<file path="config.mk">
export PLATFORM = sky130hd
export DESIGN_NAME = dmux8way_arbiter_flat
export DESIGN_NICKNAME = d
export VERILOG_FILES = /design/src/rtl/dmux8way_arbiter_if.sv /design/src/rtl/dmux8way_arbiter.sv /design/src/flat_wrapper.sv
export SDC_FILE = /design/constraint.sdc
export NUM_CORES = 1
export LEC_CHECK = 0
export CORE_AREA = 10 10 79 68
export DETAILED_ROUTE_END_ITERATION = 10
export DIE_AREA = 0 0 89 78
export GPL_TIMING_DRIVEN = 0
export PLACE_DENSITY = 0.74
export SETUP_SLACK_MARGIN = 0.4
export SYNTH_ARGS = -nofsm -noshare
export SYNTH_HDL_FRONTEND = slang
export SYNTH_SLANG_ARGS = --single-unit
</file>
<file path="constraint.sdc">
create_clock -name clk -period 2.9 [get_ports clk]
set_input_delay 0.725 -clock clk [delete_from_list [all_inputs] [get_ports clk]]
set_output_delay 0.725 -clock clk [all_outputs]
set_load 0.02 [all_outputs]
</file>
<file path="src/rtl/dmux8way_arbiter_if.sv">
// Request/grant bundle between eight requesters and the DMux8Way routing arbiter.
interface dmux8way_arbiter_if;
   localparam int unsigned N     = 8;
   localparam int unsigned SEL_W = 3;

   logic [N-1:0]     req;
   logic [N-1:0]     grant;
   logic [SEL_W-1:0] sel;
   logic             dmux_in;
   logic             busy;

   modport master (output req, input grant, sel, dmux_in, busy);
   modport slave  (input req, output grant, sel, dmux_in, busy);
endinterface

</file>
<file path="src/rtl/dmux8way_arbiter.sv">
// Round-robin arbiter that owns the shared DMux8Way load-routing path and
// holds each grant until release or until the hold limit expires.
module dmux8way_arbiter #(
   parameter int unsigned MAX_HOLD = 4,
   parameter int unsigned CNT_W    = 3
) (
   input  logic                clk,
   input  logic                rst_n,
   dmux8way_arbiter_if.slave   bus
);
   localparam int unsigned N     = 8;
   localparam int unsigned SEL_W = 3;

   typedef enum logic [1:0] {IDLE, GRANT, GAP} state_t;

   state_t           state, state_d;
   logic [SEL_W-1:0] ptr, ptr_d;
   logic [CNT_W-1:0] cnt, cnt_d;
   logic [N-1:0]     grant, grant_d;
   logic [SEL_W-1:0] sel, sel_d;
   logic             dmux_in, dmux_in_d;
   logic             busy, busy_d;
   logic [SEL_W-1:0] win;
   logic             hold_expired;

   // First requester after ptr in circular order; 3-bit sums wrap naturally.
   always_comb begin
      win = '0;
      for (int unsigned i = N; i >= 1; i--) begin
         if (bus.req[ptr + SEL_W'(i)]) win = ptr + SEL_W'(i);
      end
   end

   assign hold_expired = (MAX_HOLD != 0) && (cnt == CNT_W'(MAX_HOLD));

   always_ff @(posedge clk or negedge rst_n) begin
      if (!rst_n) begin
         state   <= IDLE;
         ptr     <= SEL_W'(7);
         cnt     <= '0;
         grant   <= '0;
         sel     <= '0;
         dmux_in <= 1'b0;
         busy    <= 1'b0;
      end else begin
         state   <= state_d;
         ptr     <= ptr_d;
         cnt     <= cnt_d;
         grant   <= grant_d;
         sel     <= sel_d;
         dmux_in <= dmux_in_d;
         busy    <= busy_d;
      end
   end

   always_comb begin
      state_d   = state;
      ptr_d     = ptr;
      cnt_d     = cnt;
      grant_d   = grant;
      sel_d     = sel;
      dmux_in_d = dmux_in;
      busy_d    = busy;
      case (state)
         IDLE: begin
            if (bus.req != '0) begin
               sel_d     = win;
               grant_d   = N'(1) << win;
               dmux_in_d = 1'b1;
               busy_d    = 1'b1;
               cnt_d     = CNT_W'(1);
               state_d   = GRANT;
            end
         end
         GRANT: begin
            // Other requests are ignored until the owner lets go or times out.
            if (!bus.req[sel] || hold_expired) begin
               grant_d   = '0;
               dmux_in_d = 1'b0;
               ptr_d     = sel;
               state_d   = GAP;
            end else if (MAX_HOLD != 0) begin
               cnt_d = cnt + CNT_W'(1);
            end
         end
         GAP: begin
            busy_d  = 1'b0;
            state_d = IDLE;
         end
         default: begin
            grant_d   = '0;
            dmux_in_d = 1'b0;
            busy_d    = 1'b0;
            state_d   = IDLE;
         end
      endcase
   end

   assign bus.grant   = grant;
   assign bus.sel     = sel;
   assign bus.dmux_in = dmux_in;
   assign bus.busy    = busy;
endmodule

</file>
<file path="src/flat_wrapper.sv">
// flat-port wrapper written by rule: the top's interface ports become plain ports
module dmux8way_arbiter_flat 
#(
   parameter int unsigned MAX_HOLD = 4,
   parameter int unsigned CNT_W    = 3
)
  (clk, rst_n, bus_req, bus_grant, bus_sel, bus_dmux_in, bus_busy);
  dmux8way_arbiter_if bus_i ();
  input  logic clk;
  input  logic rst_n;
  input wire logic [$bits(bus_i.req)-1:0] bus_req;
  output wire logic [$bits(bus_i.grant)-1:0] bus_grant;
  output wire logic [$bits(bus_i.sel)-1:0] bus_sel;
  output wire logic [$bits(bus_i.dmux_in)-1:0] bus_dmux_in;
  output wire logic [$bits(bus_i.busy)-1:0] bus_busy;
  assign bus_i.req = bus_req;
  assign bus_grant = bus_i.grant;
  assign bus_sel = bus_i.sel;
  assign bus_dmux_in = bus_i.dmux_in;
  assign bus_busy = bus_i.busy;
  dmux8way_arbiter #(.MAX_HOLD(MAX_HOLD), .CNT_W(CNT_W)) u_core (.clk(clk), .rst_n(rst_n), .bus(bus_i));
endmodule
</file>
Word-level counts from Yosys, hierarchy flattened
Cells that the tools add are included.
{"block": "op_classes", "n_addsub": 8, "n_lt_le_gt_ge": 9, "eq_ne": 6, "shift": 1, "muxes": 39, "n_bitwise": 2, "reduce_logical": 11}
{"cell": "< comparator 3 x 4 -> 1 bit, second input constant", "n": 9}
{"cell": "two-way mux 3 bit", "n": 10}
{"cell": "binary-select mux 1 bit (select 3 bit)", "n": 9}
{"cell": "case mux 8 bit (3 select lines)", "n": 1}
{"cell": "two-way mux 8 bit", "n": 2}
{"cell": "adder 3 bit, second input constant", "n": 4}
{"cell": "two-way mux 1 bit", "n": 11}
{"cell": "AND reduction 2 bit", "n": 4}
{"cell": "nonzero test 8 bit", "n": 1}
{"cell": "left shift 1 x 3 -> 8 bit, first input constant", "n": 1}
{"cell": "adder 3 x 1 -> 3 bit, second input constant", "n": 2}
{"cell": "adder 3 x 2 -> 3 bit, second input constant", "n": 2}
{"cell": "case mux 3 bit (2 select lines)", "n": 1}
{"cell": "AND reduction 3 bit", "n": 2}
{"cell": "two-way mux 2 bit", "n": 2}
{"cell": "inequality test 2 x 1 -> 1 bit, second input constant", "n": 2}
{"cell": "case mux 2 bit (2 select lines)", "n": 1}
{"cell": "equality test 3 bit, second input constant", "n": 1}
{"cell": "case mux 1 bit (3 select lines)", "n": 1}
{"cell": "equality test 2 x 1 -> 1 bit, second input constant", "n": 1}
{"cell": "equality test 2 bit, second input constant", "n": 1}
{"cell": "zero test 2 bit", "n": 1}
{"cell": "inequality test 2 bit, second input constant", "n": 1}
{"cell": "inverter 1 bit", "n": 2}
{"cell": "4 further kinds", "n": 4}
{"block": "totals", "reg_bits": 21, "out_inout_bits": 13, "elab_cells": 83}

Depth between registers and ports, before layout
Gate-level depths: netlist of run 1.
{"block": "depth", "word_depth": 13, "depth_mapped": 11, "mapped_depth_nobuf": 8}

Least setup slack after synthesis of run 1
No wires, ideal clock.
{"block": "synth_timing", "path_type": "flip-flop to flip-flop", "start": "register u_core.ptr[0]", "end": "register u_core.grant[1], in the netlist u_core.bus.grant[1]", "arrival_time_ns": 2.922, "path_slack_ns": -0.143, "path_stages_with_launch": 11, "n_path_buf": 2, "synth_period_minus_slack_ns": 3.043, "cell_sequence": "dfstp_2 -> buf_6 -> buf_6 -> inv_1 -> ha_1 -> mux4_2 -> mux2i_2 -> nand3b_1 -> a211o_1 -> o22a_1 -> a32o_1"}
{"block": "synth_via", "elab_chain_len": 13, "word_cells_on_any_way": 34, "cone_classes": "add/sub: 7; shift: 1; mux: 26"}
{"item": "from (decl)", "line": "dmux8way_arbiter.sv:17", "rtl": "logic [SEL_W-1:0] ptr, ptr_d;"}
{"item": "from (signal assigned)", "line": "dmux8way_arbiter.sv:47", "rtl": "ptr <= ptr_d;"}
{"item": "adder 3 bit / binary-select mux 1 bit (select 3 bit) (equally long branches)", "line": "dmux8way_arbiter.sv:30", "rtl": "if (bus.req[ptr + SEL_W'(i)]) win = ptr + SEL_W'(i);"}
{"item": "binary-select mux 1 bit (select 3 bit) / two-way mux 1 bit (equally long branches)", "line": "dmux8way_arbiter.sv:30"}
{"item": "two-way mux 1 bit (implied by the code) / two-way mux 3 bit (equally long branches)", "line": "dmux8way_arbiter.sv:30"}
{"item": "two-way mux 3 bit (6 in series)", "line": "dmux8way_arbiter.sv:30"}
{"item": "two-way mux 3 bit *", "line": "dmux8way_arbiter.sv:30"}
{"item": "left shift 1 x 3 -> 8 bit *", "line": "dmux8way_arbiter.sv:68", "rtl": "grant_d = N'(1) << win;"}
{"item": "two-way mux 8 bit *", "line": "dmux8way_arbiter.sv:66", "rtl": "if (bus.req != '0) begin"}
{"item": "case mux 8 bit (3 select lines) *", "line": "dmux8way_arbiter.sv:64", "rtl": "case (state)"}
{"item": "to (signal assigned)", "line": "dmux8way_arbiter.sv:49", "rtl": "grant <= grant_d;"}
{"item": "to (decl)", "line": "dmux8way_arbiter.sv:19", "rtl": "logic [N-1:0] grant, grant_d;"}
Every way passes the cells marked *; elsewhere a longest branch is shown, timed or not. The select of a mux whose other input is x is not followed.
A chain may end at the register's enable or synchronous reset.

Worst setup path in the final report of run 1
Ends and elaborated chain as after synthesis.

==> results of run 1 <==
-- cell families after synthesis --
family	synth area share, %
xor+xnor	1.89
buf+inv	5.14
compound gates	21.1
flops	28.6
mux	28.6
simple gates	11.9
fa+ha+maj	2.71
-- repair_timing --
action | 4_1_cts | 5_1_grt
buffers inserted | 17 | 0
endpoints found under the setup margin | 14 | 15
resized for setup | 32 | 10
gates cloned | 0 | 0
pin swaps | 14 | 4
-- metal layers --
metal  part of all wire, %  vias up  wire, um  global-route usage, %
li1                      -      785         -                      -
met1                    45      864      2290                   21.5
met2                    46       68      2310                   22.5
met3                   7.5        6       379                   3.55
met4                   1.3        0        68                   3.17
met5                     0        -         0                      0
-- worst max path at each step --
stage,start,end,slack (ps),cells past startpoint
finish,u_core.ptr[0],u_core.bus.grant[1],-60,10
floorplan,u_core.ptr[0],u_core.bus.grant[5],80,10
global placement,bus_req[7],u_core.bus.grant[3],-420,8
detailed placement,bus_req[7],u_core.bus.grant[7],-450,8
global route,u_core.ptr[0],u_core.bus.grant[3],-140,11
CTS,u_core.ptr[0],u_core.bus.grant[1],20,10
-- registers in the layout, summed over array words and instances, names as in the netlist --
name                flops
u_core.cnt              3
u_core.bus.busy         1
u_core.bus.grant        8
u_core.bus.dmux_in      1
u_core.bus.sel          3
u_core.state            2
u_core.ptr              3
-- critical path: cells and delay by family (launching register included) --
| family | cells | cell delay (ps) |
|---|---|---|
| mux | 2 | 860 |
| flops | 1 | 550 |
| fa+ha+maj | 1 | 280 |
| simple gates | 1 | 120 |
| buf+inv | 3 | 240 |
| compound gates | 3 | 800 |
-- cell usage in the layout (no fill, tap or decap), types with 3 or more instances in the layout --
master           netlist  layout
nand2_1               18      18
dfrtp_1               18      18
buf_4                  0      17
clkdlybuf4s50_1        0      15
mux4_2                11      11
mux2i_1               13      11
nor2_1                11       9
inv_1                  9       7
o21ai_0                8       6
a32o_1                 5       5
clkbuf_8               0       4
a21oi_1                5       4
o31ai_2                0       4
dlygate4sd2_1          0       4
clkbuf_1               5       3
mux2i_4                1       3
nor3_1                 3       3
a211oi_2               2       3
o31ai_1                7       3
ha_1                   4       3
dfstp_2                3       3
-- layout make-up --
type                            instances  area, sq um
Multi-Input combinational cell        140         1420
Sequential cell                        21          529
Fill cell                             308         1400
Clock buffer                            3         41.3
Timing Repair Buffer                   37          329
Buffer                                 11         93.8
Clock inverter                          1         5.00
Tap cell                               46         57.6
Inverter                                9         41.3
-- per-stage QoR --
stage	utilization, %	instance area, sq um	instances	setup slack (ps)	hold WS (ps)
2_1_floorplan	-	1910	181	82.8	429
3_3_place_gp	55.4	2170	247	-419	461
3_5_place_dp	55.4	2170	247	-446	466
4_1_cts	63.4	2480	268	17.5	484
5_1_grt	64.3	2520	268	-137	519
6_report	64.3	2520	268	-56.7	476
==> metrics, run 1 <==
status finished with violations; failing checks negative setup slack; FF-to-FF Start u_core.ptr[0]; Async SR Flop Fraction 100%; setup TNS -139 ps; cells after synthesis 181; H-tree depth 1; CTS tree done; synth top area cells dfrtp_1, mux4_2, mux2i_1; total number of yosys warnings 0; Clock Latency Late Sink 260 ps; fin. max-slew vios 0; Synth cell types 53; dpl hpwl 3.37 mm; Worst Tran Pin Value a little over 900 ps; Avg Vias per Cell 6.43; number of antenna violations at the first check in global routing 0; Routed WL per cell 18.9 um; # DRC 0; Worst Path Arrival 3110 ps; CP peak stage delay between 600 and 700 ps; Port Buf Inserts 20; WHS Path Cells 2; hold_buf cts 0; first-pass GRT wire length between 8 and 9 mm; Top Ports 23; Worst Hold Launch u_core.bus.grant[0]; Final Setup Violations 5; Ant. Diodes 0; final wirelength 5.05 mm; worst min path class register to register; Critical Path RT slightly above 3000 ps; r2r setup slk -60 ps; final setup skew 4.68 ps; FF-to-FF End u_core.bus.grant[1]; Clk Tree Root Cell clkbuf_8; Fmax roughly 340 MHz; MaxCap Viol Count 0; die footprint 0.00694 sq mm; gp weighted congestion 0.882; All-Layer GR Usage 15.1%; slowest CP cell mux4_2; RSZ-0062 raised after global routing true; Post-Syn Nets slightly below 200; crit end category register; number of hold violations in the final report 0; ANT nets after route 0; crit path cell chain buf_8 -> buf_12 -> inv_8 -> ha_4 -> mux4_2 -> mux2i_4 -> nand3b_1 -> a211o_1 -> o22a_2 -> a32o_1; layout cell share with drive strength beyond 1 36.5%; Die Wd between 80 and 90 um; synthesized flop and latch total 21; final worst slack -56.7 ps; Synth area leader dfrtp_1; Area Growth Syn to Fin 36.1%; worst-case clock buffer depth 2; routed via count 1,723; Detailed Route Iter0 Violations 140; grt ovf 0; largest net degree at the start of global routing 22; worst r2r path cells 10; Rows 21; fin crit share 102%; share of the synthesized area in the top cell type 24.4%; Period minus WS final ~3000 ps; Die Height roughly 78 um; critical path class register to register; Starting Density 47.2%; sequential area share after synthesis approximately 29%; first-pass detailed-route iteration total 4; Rel. slew slack 37.8%; Synth Area per Inst approximately 10 sq um; most common library cells after synthesis dfrtp_1, nand2_1, mux2i_1; CTS clock-pin slew for the worst setup and hold paths 80 ps; vias in the first global route 1,736; Post-synth EDFFs 0; core area 0.00392 sq mm; Max FO, Critical Path 6; Clock Sinks 21; dominant synthesized flop cell dfrtp_1; CTS Buf Count 3; hold endpoint u_core.bus.grant[0]; Nets 237; Netlist Area Pre-Place about 0.0018 sq mm; CP Launch Type register
Power of run 1 is left out: the tool's default activity adds up to more than one toggle a clock period on the data nets, which glitch-free logic cannot reach.
==> run 2, diff against run 1 <==
--- a/config.mk
+++ b/config.mk
@@ -9,8 +9,9 @@
 export DETAILED_ROUTE_END_ITERATION = 10
 export DIE_AREA = 0 0 89 78
 export GPL_TIMING_DRIVEN = 0
-export PLACE_DENSITY = 0.74
+export PLACE_DENSITY = 0.71
 export SETUP_SLACK_MARGIN = 0.4
 export SYNTH_ARGS = -nofsm -noshare
 export SYNTH_HDL_FRONTEND = slang
 export SYNTH_SLANG_ARGS = --single-unit
+export TNS_END_PERCENT = 30
==> constraint.sdc (replaced) <==
create_clock -name clk -period 3.6 [get_ports clk]
set_input_delay 0.9 -clock clk [delete_from_list [all_inputs] [get_ports clk]]
set_output_delay 0.9 -clock clk [all_outputs]
set_load 0.02 [all_outputs]
==> run 2 against run 1 <==
The run now ends clean. Via count down 2.0%. Count of clock-buffer cells in the layout unchanged. Wire length grew 3.8%. Die area is the same. Non-clock buffer count unchanged. Clock skew down 2.4 ps. First-iteration DRC count grew 46%. Hold slack improved by 12 ps. Critical path depth shrank 1. Flip-flop and latch count unchanged. Worst setup slack better by 510 ps. Largest cell class unchanged.
==> metrics, run 2 (synthesis results as in run 1) <==
Rows 21 (unchanged); Worst Path Arrival 3350 ps (+240 ps); Routed WL per cell 19.6 um (+3.8%); Die Height 78 um (unchanged); crit end category register; CTS tree done; fin crit share 87.3% (-15 points); All-Layer GR Usage 15.1% (+0.051 points); Final Setup Violations 0 (-5); # DRC 0 (unchanged); hold_buf cts 0 (unchanged); Core Util, Final 62.1% (-2.1 points); Fmax 318 MHz (-6.0%); worst min path class register to register; routed via count 1,689 (-2.0%); final wirelength 5.24 mm (+3.8%); Worst Tran Pin Value 909 ps (-21.2 ps); setup TNS 0 ps (+139 ps); worst-case clock buffer depth 2 (unchanged); Ant. Diodes 0 (unchanged); r2r setup slk 460 ps (+510 ps); Detailed Route Iter0 Violations 205 (+46%); commonest non-fill, non-tap cell in the layout clkdlybuf4s50_1; CP Launch Type register; Worst Hold Launch u_core.bus.grant[4]; H-tree depth 1 (unchanged); Nets 237 (unchanged); most frequent cells in the layout clkdlybuf4s50_1, buf_4, nand2_1, dfrtp_1, mux2i_1; grt ovf 0 (unchanged); Period minus WS final 3140 ps (+188 ps); Clock Latency Late Sink 260 ps (about the same); first-pass detailed-route iteration total 4 (unchanged); RSZ-0062 raised after global routing false; core area 0.00392 sq mm (unchanged); MaxCap Viol Count 0 (unchanged); FF-to-FF End u_core.bus.grant[7]; final hold slack 489 ps (+12.2 ps); Avg Vias per Cell 6.30 (-2.0%); Clock Sinks 21 (unchanged); Area Growth Syn to Fin 31.5%; fin. max-slew vios 0 (unchanged); first-pass GRT wire length 8.45 mm (-1.1%); DP Area 0.00211 sq mm (-2.8%); Critical Path RT 3800 ps (+740 ps); largest net degree at the start of global routing 22 (unchanged); Port Buf Inserts 20 (unchanged); FF-to-FF Start u_core.ptr[1]; final setup skew 2.30 ps (-2.38 ps); number of flip-flops in the largest register 8 (unchanged); most flop-heavy register u_core.bus.grant; number of hold violations in the final report 0 (unchanged); Starting Density 47.2% (unchanged); vias in the first global route 1,695 (-2.4%); Die Wd 89 um (unchanged); Clk Tree Root Cell clkbuf_8; CTS Buf Count 3 (unchanged); fin area 0.00243 sq mm (-3.3%); critical path class register to register; WHS Path Cells 2 (unchanged); Rel. slew slack 39.2% (+1.4 points); status complete, no violations; ANT nets after route 0 (unchanged); CTS clock-pin slew for the worst setup and hold paths 80 ps (about the same); dpl hpwl 3.80 mm (+13%); number of antenna violations at the first check in global routing 0 (unchanged); die footprint 0.00694 sq mm (unchanged); layout cell share with drive strength beyond 1 30.2% (-6.3 points); hold endpoint u_core.bus.grant[4]; worst r2r path cells 9 (-1); Max FO, Critical Path 10 (+4); Top Ports 23 (unchanged); gp weighted congestion 0.886 (+0.37%)
==> run 2: cell types whose count changed in the layout (fill, tap and decap cells not counted), moves of 2 or more <==
| cell | previous run | this run |
|---|---|---|
| a211oi_2 | 3 | 1 |
| clkdlybuf4s50_1 | 15 | 19 |
| clkinvlp_4 | 0 | 2 |
| dlygate4sd2_1 | 4 | 0 |
| nor2_1 | 9 | 11 |
| nor2_2 | 2 | 0 |
| o21ai_0 | 6 | 8 |
| o31ai_1 | 3 | 5 |
| o31ai_2 | 4 | 2 |
==> run 2: how the worst max path moves through the flow <==
stage | from | endpoint | slack, ps | cells after the start
finish | u_core.ptr[1] | u_core.bus.grant[7] | 460 | 9
global placement | bus_req[7] | u_core.bus.grant[1] | 110 | 8
floorplan | u_core.ptr[0] | u_core.bus.grant[1] | 560 | 10
CTS | bus_req[7] | u_core.bus.grant[7] | 420 | 8
global route | u_core.ptr[1] | u_core.bus.grant[1] | 380 | 9
detailed placement | bus_req[7] | u_core.bus.grant[1] | 30 | 8
==> run 2: cell type report <==
type                       instances  area (sq um)
clock inverter                     1          5.00
sequential                        21           529
clock buffer                       3          41.3
fill                             307          1480
multi-input combinational        140          1340
buffer                            11          85.1
inverter                           9          41.3
tap                               46          57.6
timing repair buffer              37           330
==> run 2: layer usage <==
metal	wire, um	GRT usage [%]	up-vias
li1	-	-	787
met1	2220	19.3	855
met2	2740	25.4	40
met3	225	2.51	7
met4	53	4.44	0
met5	0	0	-
==> run 2: timing repair <==
item                       4_1_cts  5_1_grt
pin swaps                        0        4
gates resized for setup         13       19
setup endpoints to repair       11       10
buffers inserted                 4       13
cloned                           0        0
==> run 2: critical path, cell delays in order, from the launching register on <==
cell,delay (ps)
dfstp_2,600
buf_6,180
clkinvlp_4,150
ha_4,330
mux4_2,610
mux2i_2,210
nor2_1,80
a211o_1,320
o22ai_1,370
a32o_1,230
==> run 2: through the flow <==
step	worst slack [ps]	cells
global route	385	268
detailed placement	26.8	247
finish	456	268
global placement	113	247
floorplan	557	181
CTS	416	255
Power of run 2 is left out for the same reason.
